===== src/rtl/param_serializer.sv =====
// Frame serializer: shadow bank of NWORDS parameter words, snapshotted on start and
// shifted out MSB first after an 8-bit training pattern, with a mid-bit rising sclk.
module param_serializer #(
   parameter int         CLKDIV = 8,
   parameter int         WIDTH  = 35,
   parameter int         NWORDS = 12,
   parameter logic [7:0] TP     = 8'b10000111
) (
   input  logic                    clk_in,
   input  logic                    rst_n_in,
   input  logic signed [WIDTH-1:0] word_in,
   input  logic [3:0]              word_addr_in,
   input  logic                    word_we_in,
   input  logic                    start_in,
   output logic                    serial_out,
   output logic                    sclk_out,
   output logic                    frame_out,
   output logic                    busy_out,
   output logic                    done_out
);

   localparam int DW  = $clog2(CLKDIV);
   localparam int WBW = (WIDTH > 1) ? $clog2(WIDTH) : 1;
   localparam int BW  = (WBW > 3) ? WBW : 3;

   localparam logic [DW-1:0] DIV_LAST  = DW'(CLKDIV - 1);
   localparam logic [DW-1:0] DIV_HALF  = DW'(CLKDIV / 2);
   localparam logic [BW-1:0] TP_LAST   = BW'(7);
   localparam logic [BW-1:0] BIT_LAST  = BW'(WIDTH - 1);
   localparam logic [3:0]    WORD_LAST = 4'(NWORDS - 1);
   localparam logic [7:0]    TP_BITS   = TP;

   localparam logic [1:0] S_IDLE  = 2'd0;
   localparam logic [1:0] S_TPS   = 2'd1;
   localparam logic [1:0] S_WORDS = 2'd2;
   localparam logic [1:0] S_DONE  = 2'd3;

   logic [WIDTH-1:0] shadow_bank [NWORDS];
   logic [WIDTH-1:0] tx_bank     [NWORDS];
   logic [NWORDS-1:0] wr_hit;

   logic [1:0]    state, state_next;
   logic [DW-1:0] div_cnt, div_next;
   logic [BW-1:0] bit_cnt, bit_next;
   logic [3:0]    word_idx, word_next;
   logic          load;

   logic           serial_next, sclk_next, frame_next, busy_next, done_next;
   logic [WBW-1:0] bit_sel;
   logic [2:0]     tp_sel;

   // Addresses at or above NWORDS match no entry and are dropped.
   genvar gi;
   generate
      for (gi = 0; gi < NWORDS; gi++) begin : g_hit
         assign wr_hit[gi] = word_we_in && (word_addr_in == 4'(gi));
      end
   endgenerate

   always_ff @(posedge clk_in or negedge rst_n_in) begin
      if (!rst_n_in) begin
         for (int i = 0; i < NWORDS; i++) begin
            shadow_bank[i] <= '0;
            tx_bank[i]     <= '0;
         end
      end else begin
         for (int i = 0; i < NWORDS; i++) begin
            if (wr_hit[i])
               shadow_bank[i] <= word_in;
            // A write coinciding with start goes straight into the snapshot too.
            if (load)
               tx_bank[i] <= wr_hit[i] ? word_in : shadow_bank[i];
         end
      end
   end

   always_comb begin
      state_next = state;
      div_next   = div_cnt;
      bit_next   = bit_cnt;
      word_next  = word_idx;
      load       = 1'b0;
      case (state)
         S_IDLE: begin
            if (start_in) begin
               state_next = S_TPS;
               div_next   = '0;
               bit_next   = '0;
               word_next  = '0;
               load       = 1'b1;
            end
         end
         S_TPS: begin
            if (div_cnt == DIV_LAST) begin
               div_next = '0;
               if (bit_cnt == TP_LAST) begin
                  state_next = S_WORDS;
                  bit_next   = '0;
                  word_next  = '0;
               end else begin
                  bit_next = bit_cnt + 1'b1;
               end
            end else begin
               div_next = div_cnt + 1'b1;
            end
         end
         S_WORDS: begin
            if (div_cnt == DIV_LAST) begin
               div_next = '0;
               if (bit_cnt == BIT_LAST) begin
                  bit_next = '0;
                  if (word_idx == WORD_LAST)
                     state_next = S_DONE;
                  else
                     word_next = word_idx + 1'b1;
               end else begin
                  bit_next = bit_cnt + 1'b1;
               end
            end else begin
               div_next = div_cnt + 1'b1;
            end
         end
         default: begin
            state_next = S_IDLE;
            div_next   = '0;
            bit_next   = '0;
            word_next  = '0;
         end
      endcase
   end

   // Outputs are computed from the next state so the registered pins line up with it.
   always_comb begin
      bit_sel     = WBW'(BIT_LAST - bit_next);
      tp_sel      = ~bit_next[2:0];
      serial_next = 1'b0;
      case (state_next)
         S_TPS:   serial_next = TP_BITS[tp_sel];
         S_WORDS: serial_next = tx_bank[word_next][bit_sel];
         default: serial_next = 1'b0;
      endcase
      frame_next = (state_next == S_TPS) || (state_next == S_WORDS);
      sclk_next  = frame_next && (div_next >= DIV_HALF);
      busy_next  = frame_next || (state_next == S_DONE);
      done_next  = (state_next == S_DONE);
   end

   always_ff @(posedge clk_in or negedge rst_n_in) begin
      if (!rst_n_in) begin
         state      <= S_IDLE;
         div_cnt    <= '0;
         bit_cnt    <= '0;
         word_idx   <= '0;
         serial_out <= 1'b0;
         sclk_out   <= 1'b0;
         frame_out  <= 1'b0;
         busy_out   <= 1'b0;
         done_out   <= 1'b0;
      end else begin
         state      <= state_next;
         div_cnt    <= div_next;
         bit_cnt    <= bit_next;
         word_idx   <= word_next;
         serial_out <= serial_next;
         sclk_out   <= sclk_next;
         frame_out  <= frame_next;
         busy_out   <= busy_next;
         done_out   <= done_next;
      end
   end

endmodule


===== config.mk =====
export PLATFORM = sky130hd
export DESIGN_NAME = param_serializer
export DESIGN_NICKNAME = d
export VERILOG_FILES = /design/src/rtl/param_serializer.sv
export SDC_FILE = /design/constraint.sdc
export NUM_CORES = 2
export LEC_CHECK = 0
export CAP_MARGIN = 10
export CORE_ASPECT_RATIO = 0.8
export CORE_UTILIZATION = 50
export DETAILED_ROUTE_END_ITERATION = 10
export HOLD_SLACK_MARGIN = 0.05
export PLACE_DENSITY = 0.77
export SETUP_SLACK_MARGIN = 0.4
export SLEW_MARGIN = 20
export SYNTH_ARGS = -nofsm -noshare
export SYNTH_HDL_FRONTEND = slang
export SYNTH_SLANG_ARGS = --single-unit

===== constraint.sdc =====
create_clock -name clk_in -period 5.43 [get_ports clk_in]
set_input_delay 1.086 -clock clk_in [delete_from_list [all_inputs] [get_ports clk_in]]
set_output_delay 1.086 -clock clk_in [all_outputs]
set_load 0.02 [all_outputs]

# ---- Word-level counts from Yosys, hierarchy flattened
# Memories as Yosys holds them, arrays and structs flattened.
# Index checks and enable logic that the tools add are counted.
dict set report op_classes {
  n_reduce_logical 18
  bitwise 2
  n_eq_ne 20
  n_lt_le_gt_ge 4
  mux 44
  addsub 4
}
# operator n
set op_table {}
lappend op_table {{$mux 35} 14}
lappend op_table {{$bmux 35 s4} 1}
lappend op_table {{$mux 6} 5}
lappend op_table {{$mux 4} 6}
lappend op_table {{$eq 4x4->1 const B} 5}
lappend op_table {{$pmux 6 s3} 1}
lappend op_table {{$eq 4x3->1 const B} 4}
lappend op_table {{$logic_and 1x1->1} 13}
lappend op_table {{$mux 2} 6}
lappend op_table {{$pmux 4 s3} 1}
lappend op_table {{$eq 4x2->1 const B} 2}
lappend op_table {{$lt 6x7->1 const B} 1}
lappend op_table {{$add 6x1->6 const B} 1}
lappend op_table {{$bmux 1 s6} 1}
lappend op_table {{$eq 2x2->1 const B} 3}
lappend op_table {{$eq 6x3->1 const B} 1}
lappend op_table {{$eq 6x6->1 const B} 1}
lappend op_table {{$mux 3} 2}
lappend op_table {{$pmux 2 s3} 1}
lappend op_table {{$pmux 3 s2} 1}
lappend op_table {{$sub 6x6->6 const A} 1}
lappend op_table {{$ge 5x5->1 const B} 1}
lappend op_table {{$not 4->5} 1}
lappend op_table {{$add 4x1->4 const B} 1}
lappend op_table {{13 further kinds} 18}
dict set report word_totals {
  n_memories 1
  register_bits 860
  rom_bits 8
  out_inout_bits 5
}
# memory words word_bits read_ports rd_ports_with_merged_regs wr line_no
set memory_table {}
lappend memory_table {{(name not given)} 8 1 1 0 0 138} ;# S_TPS: serial_next = TP_BITS[tp_sel];

# ---- Logic depth before layout (Yosys ltp)
dict set report logic_depth {
  depth_word 12
  ltp_mapped 22
  mapped_depth_nobuf 16
}

# ---- Worst setup path before layout
# Ideal clock, no wire load.
dict set report synth_path {
  path_kind {input to register}
  startpoint {input port start_in}
  endpoint {register serial_out}
  cell_stages 16
  setup_slack_ps 1186
  setup_time_ps 133
  path_buffers 5
  required_ps 5297
  arrival_time_ps 4111
  cell_sequence {nand2b_1 > o21ai_0 > o21ba_2 > nor2b_1 > buf_2 > buf_2 > buf_2 > ha_1 > buf_1 > xor2_4 > buf_2 > mux4_2 > mux2i_1 > a31oi_1 > a211oi_1 > a31oi_1}
}
dict set report synth_via {
  elab_cells_between_ends 19
  classes_between {add/sub: 1; eq/ne: 2; mux: 13; bitwise: 2; memory: 1}
}
# element line_no
set synth_lines {}
lappend synth_lines {{start: declaration} 14} ;# input logic start_in,
lappend synth_lines {{$mux 6 (*)} 85} ;# if (start_in) begin
lappend synth_lines {{$pmux 6 s3 (*)} 83} ;# case (state)
lappend synth_lines {{named net bit_next[0]} 44} ;# logic [BW-1:0] bit_cnt, bit_next;
lappend synth_lines {{$sub 6x6->6 / $not 3->3 (equally long branches)} {134, 135}}
lappend synth_lines {{$bmux 1 s6 / $mem_v2 8x1 (equally long branches)} n/a}
lappend synth_lines {{$mux 1, on equally long branches} {139, 138}}
lappend synth_lines {{$pmux 1 s2 (*)} 137} ;# case (state_next)
lappend synth_lines {{named net serial_next} 48} ;# logic serial_next, sclk_next, frame_next, busy_next, done_next;
lappend synth_lines {{end signal: assignment} 164} ;# serial_out <= serial_next;
lappend synth_lines {{end: declaration} 15} ;# output logic serial_out,
# Mark *: on every way through the listed nets, which the timed path passes. The rest lies on a longest branch. The select of a mux whose other input is x is not followed.
# A chain may end at the register's enable or synchronous reset.

# ---- Final worst setup path
dict set report layout_path {
  startpoint {register div_cnt[0]}
  endpoint {register serial_out}
}
dict set report layout_via {
  elab_chain_cells 10
  elab_cells_between_ends 23
  classes_between {add/sub: 1; eq/ne: 3; mux: 16; bitwise: 2; memory: 1}
}
# element line_no
set layout_rtl {}
lappend layout_rtl {{start: declaration} 43} ;# logic [DW-1:0] div_cnt, div_next;
lappend layout_rtl {{start signal: assignment} 161} ;# div_cnt <= div_next;
lappend layout_rtl {{$eq 3x3->1 (*)} {94, 108}}
lappend layout_rtl {{$mux 4, on equally long branches} {108, 94}}
lappend layout_rtl {{$pmux 4 s3} 83}
lappend layout_rtl {{$not 4->5 (not written as such)} 139} ;# S_WORDS: serial_next = tx_bank[word_next][bit_sel];
lappend layout_rtl {{$bmux 35 s4} 139}
lappend layout_rtl {{$mux 35 (not written as such) (2 in series)} 139}
lappend layout_rtl {{$bmux 1 s6} 139}
lappend layout_rtl {{$mux 1 (not written as such)} 139}
lappend layout_rtl {{$pmux 1 s2 (*)} 137}
lappend layout_rtl {{named net serial_next} 48}
# Marked as above.

==> results.sh <==
export IMPL_status="completed"
export IMPL_max_clock_freq_mhz=221
export IMPL_path_class_of_the_lowest_slack_min_delay_path="reg2reg"
export IMPL_vdd_drop_max_mv=0.229
export IMPL_clkTransAtPathRegs_ns=0.06
export IMPL_finalWeightedCongestion=0.844
export IMPL_fin_tns_setup_ns=0
export IMPL_netlist_area_um2=36800
export IMPL_setup_viol_count_final=0
export IMPL_finalNonFillerCells=3743
export IMPL_async_flop_share_pct=100
export IMPL_finalWorstPathRequiredPeriod_ns=4.52
export IMPL_fin_nets=2790
export IMPL_grt_antenna_before_repair=4
export IMPL_postSynthCellCount=2735
export IMPL_setup_worst_path_class="reg2reg"
export IMPL_worst_skew_pair_latency_ns=0.64
export IMPL_synth_ff_latch_count=860
export IMPL_post_synth_cell_area_avg_um2=13.4
export IMPL_dominantRegCellSynth="sky130_fd_sc_hd__dfrtp_1"
export IMPL_globalRoute_busiestLayer="met2"
export IMPL_grt_ovfl_total=0
export IMPL_critPathTopFamily="compound AO/OA/AOI/OAI gates"
export IMPL_antenna_violating_nets_left=0
export IMPL_area_growth_syn_to_layout_pct=12.1
export IMPL_detail_route_drc_violations=0
export IMPL_vias_per_cell=5.98
export IMPL_place_port_buffers=47
export IMPL_met2_usage_pct=37.0
export IMPL_post_cts_resize_count=0
export IMPL_detailedPlace_worstSlack_ns=0.641
export IMPL_powerDensity_nw_per_um2=352
export IMPL_cts_made_buffers=83
export IMPL_timing_critical_path_cells="ha_1, ha_1, and4b_1, nand2_1, o31ai_2, nor2_4, inv_4, buf_4, mux2i_1, a221oi_1, nor3_1, a211oi_2, a21oi_1, a211oi_1, o22ai_1, a31oi_1"
export IMPL_die_width_um=305
export IMPL_floorplan_die_area_um2=74600
export IMPL_cts_buffer_depth=3
export IMPL_chipHeight_um=245
export IMPL_worst_pin_slew_ns=1.28
export IMPL_clock_skew_ns=0.0182
export IMPL_starting_drc_count_in_detailed_routing=1907
export IMPL_count_of_antenna_diodes_in_the_layout=0
export IMPL_grt_pass1_vias=23818
export IMPL_sequential_cell_area_fraction_in_the_yosys_report_pct=58.5
export IMPL_grt_first_pass_wirelength_mm=140
export IMPL_path_common_cell="sky130_fd_sc_hd__ha_1"
export IMPL_timing_critical_path_required_ns=5.98
export IMPL_slew_limit_headroom_pct=14.8
export IMPL_clock_tree_root_cell="sky130_fd_sc_hd__clkbuf_16"
export IMPL_cts_num_sinks=860
export IMPL_drtPass1Iterations=5
export IMPL_cp_num_buf_inv=2
export IMPL_timing_critical_path_to_type="flop"
export IMPL_initial_core_util_pct=50.8
export IMPL_io_pins=48
export IMPL_finalWorstSetupSlack_ns=0.905
export IMPL_leakage_power_summed_over_all_cells_nw=19.1
export IMPL_number_of_flops_mapped_to_enable_cells_by_yosys=0
export IMPL_final_max_slew_violation_count=0
export IMPL_netlist_cell_type_count=76
export IMPL_cts_setup_buffers=0
export IMPL_met1_usage_pct=34.4
export IMPL_cp_slowest_cell="sky130_fd_sc_hd__and4b_1"
export IMPL_syn_num_nets=2794
export IMPL_fin_total_pwr_mw=14.5
export IMPL_clock_tree_from_tritoncts="built"
export IMPL_detail_route_wirelength_mm=88.1
export IMPL_htree_levels=3
export IMPL_holdBufCountCts=0
export IMPL_core_footprint_um2=72400
export IMPL_rsz0062_at_grt="no"
export IMPL_yosysWarnings=0
export IMPL_worst_path_max_fanout=37
export IMPL_fin_crit_sh_pct=83.3
export IMPL_cp_start_kind="flop"
export IMPL_grt_util_met3_pct=5.75
export IMPL_fraction_of_layout_cells_with_a_size_suffix_above_1_pct=38.7
export IMPL_timing_hold_violations_final=0
export IMPL_placementRows=88
export IMPL_via_count=22376
export IMPL_worst_endpoint_arrival_ns=5.07
export IMPL_cap_violations=0
export IMPL_detail_route_wl_per_cell_um=23.5
export IMPL_post_place_cells=3591
export IMPL_max_stage_delay_ns=0.46
export IMPL_grt_max_degree=187
export IMPL_track_usage_pct=24.2
export IMPL_dpl_hpwl_mm=52.5
## per-stage QoR
stage | hold WS [ns] | utilization (%) | area [um2]
global placement | 0.473 | 52.9 | 38300
global route | 0.497 | 56.9 | 41200
detailed placement | 0.478 | 52.9 | 38300
finish | 0.488 | 56.9 | 41200
floorplan | 0.467 | - | 36800
CTS | 0.491 | 56.9 | 41200
## per-layer routing
layer,routed length [um],up-vias
met5,57,-
met4,2610,8
met3,5850,183
met2,40000,707
met1,39500,11811
li1,-,9667
## flip-flops by register name (all words and copies together) (netlist names)
signal / flops
bit_cnt: 6
busy_out: 1
div_cnt: 3
done_out: 1
frame_out: 1
sclk_out: 1
serial_out: 1
shadow_bank: 420
state: 2
tx_bank: 420
word_idx: 4
## layout by cell type, fill, tap and decap left out, types with 16 or more instances in the layout
cell / instances
sky130_fd_sc_hd__a21oi_1: 46
sky130_fd_sc_hd__a221oi_1: 16
sky130_fd_sc_hd__a311oi_1: 22
sky130_fd_sc_hd__a31oi_1: 23
sky130_fd_sc_hd__buf_12: 16
sky130_fd_sc_hd__buf_4: 52
sky130_fd_sc_hd__clkbuf_16: 86
sky130_fd_sc_hd__clkbuf_8: 21
sky130_fd_sc_hd__clkdlybuf4s50_1: 46
sky130_fd_sc_hd__dfrtp_1: 860
sky130_fd_sc_hd__ha_1: 16
sky130_fd_sc_hd__inv_1: 22
sky130_fd_sc_hd__mux2_2: 831
sky130_fd_sc_hd__mux2i_1: 63
sky130_fd_sc_hd__nand2_1: 296
sky130_fd_sc_hd__nand3_1: 92
sky130_fd_sc_hd__nor2_1: 32
sky130_fd_sc_hd__nor3_1: 20
sky130_fd_sc_hd__o21ai_0: 28
## kinds of logic (layout without fill, tap and decap cells)
logic type / count (synthesis) / in the layout / synth area share [%]
xor+xnor: 4 / 4 / 0.146
buf+inv: 229 / 292 / 2.74
fa+ha+maj: 16 / 16 / 0.544
simple gates: 513 / 513 / 6.26
mux: 904 / 904 / 27.8
flops: 860 / 860 / 58.5
compound gates: 209 / 209 / 4.02
## worst reg2reg max path: cells and delay by family, from the launching register on
kind	cells	cell delay, ns
compound gates	7	1.83
fa+ha+maj	2	0.50
buf+inv	2	0.78
flops	1	0.37
mux	1	0.11
simple gates	4	0.84
## cell usage after synthesis (all sizes together) (15+ instances only)
| library cell | n | share of area [%] |
|---|---|---|
| dfrtp | 860 | 59 |
| mux2 | 831 | 25 |
| nand2 | 297 | 3.0 |
| clkbuf | 125 | 1.3 |
| nand3 | 92 | 1.3 |
| buf | 79 | 1.2 |
| mux2i | 63 | 1.7 |
| a21oi | 48 | 0.69 |
| nor2 | 41 | 0.50 |
| o21ai | 29 | 0.40 |
| inv | 25 | 0.26 |
| a31oi | 23 | 0.39 |
| a311oi | 22 | 0.52 |
| nor3 | 20 | 0.27 |
| a221oi | 16 | 0.38 |
| ha | 16 | 0.54 |
| a211oi | 15 | 0.32 |
## worst paths after layout
kind / start / to / slack (ns) / cells after the start
min in group asynchronous: rst_n_in / shadow_bank[36] / 0.52 / 1
setup / recovery: div_cnt[0] / serial_out / 0.91 / 16
hold reg to reg: shadow_bank[259] / shadow_bank[259] / 0.49 / 1
setup reg to reg: div_cnt[0] / serial_out / 0.91 / 16
max in group asynchronous: rst_n_in / tx_bank[191] / 3.55 / 2
hold / removal: shadow_bank[259] / shadow_bank[259] / 0.49 / 1
## area by class of cell
type / count / area (um2)
fill: 5566 / 31200
clock buffer: 121 / 2490
tap: 945 / 1180
clock inverter: 31 / 407
sequential: 860 / 21500
multi-input combinational: 1646 / 14300
inverter: 25 / 101
timing repair buffer: 115 / 1190
## power by group
| group | switching (mW) | internal (mW) |
|---|---|---|
| Clock | 2.46 | 3.58 |
| Sequential | 0.184 | 7.12 |
| Combinational | 0.570 | 0.600 |
(Power assumes the default switching activity.)
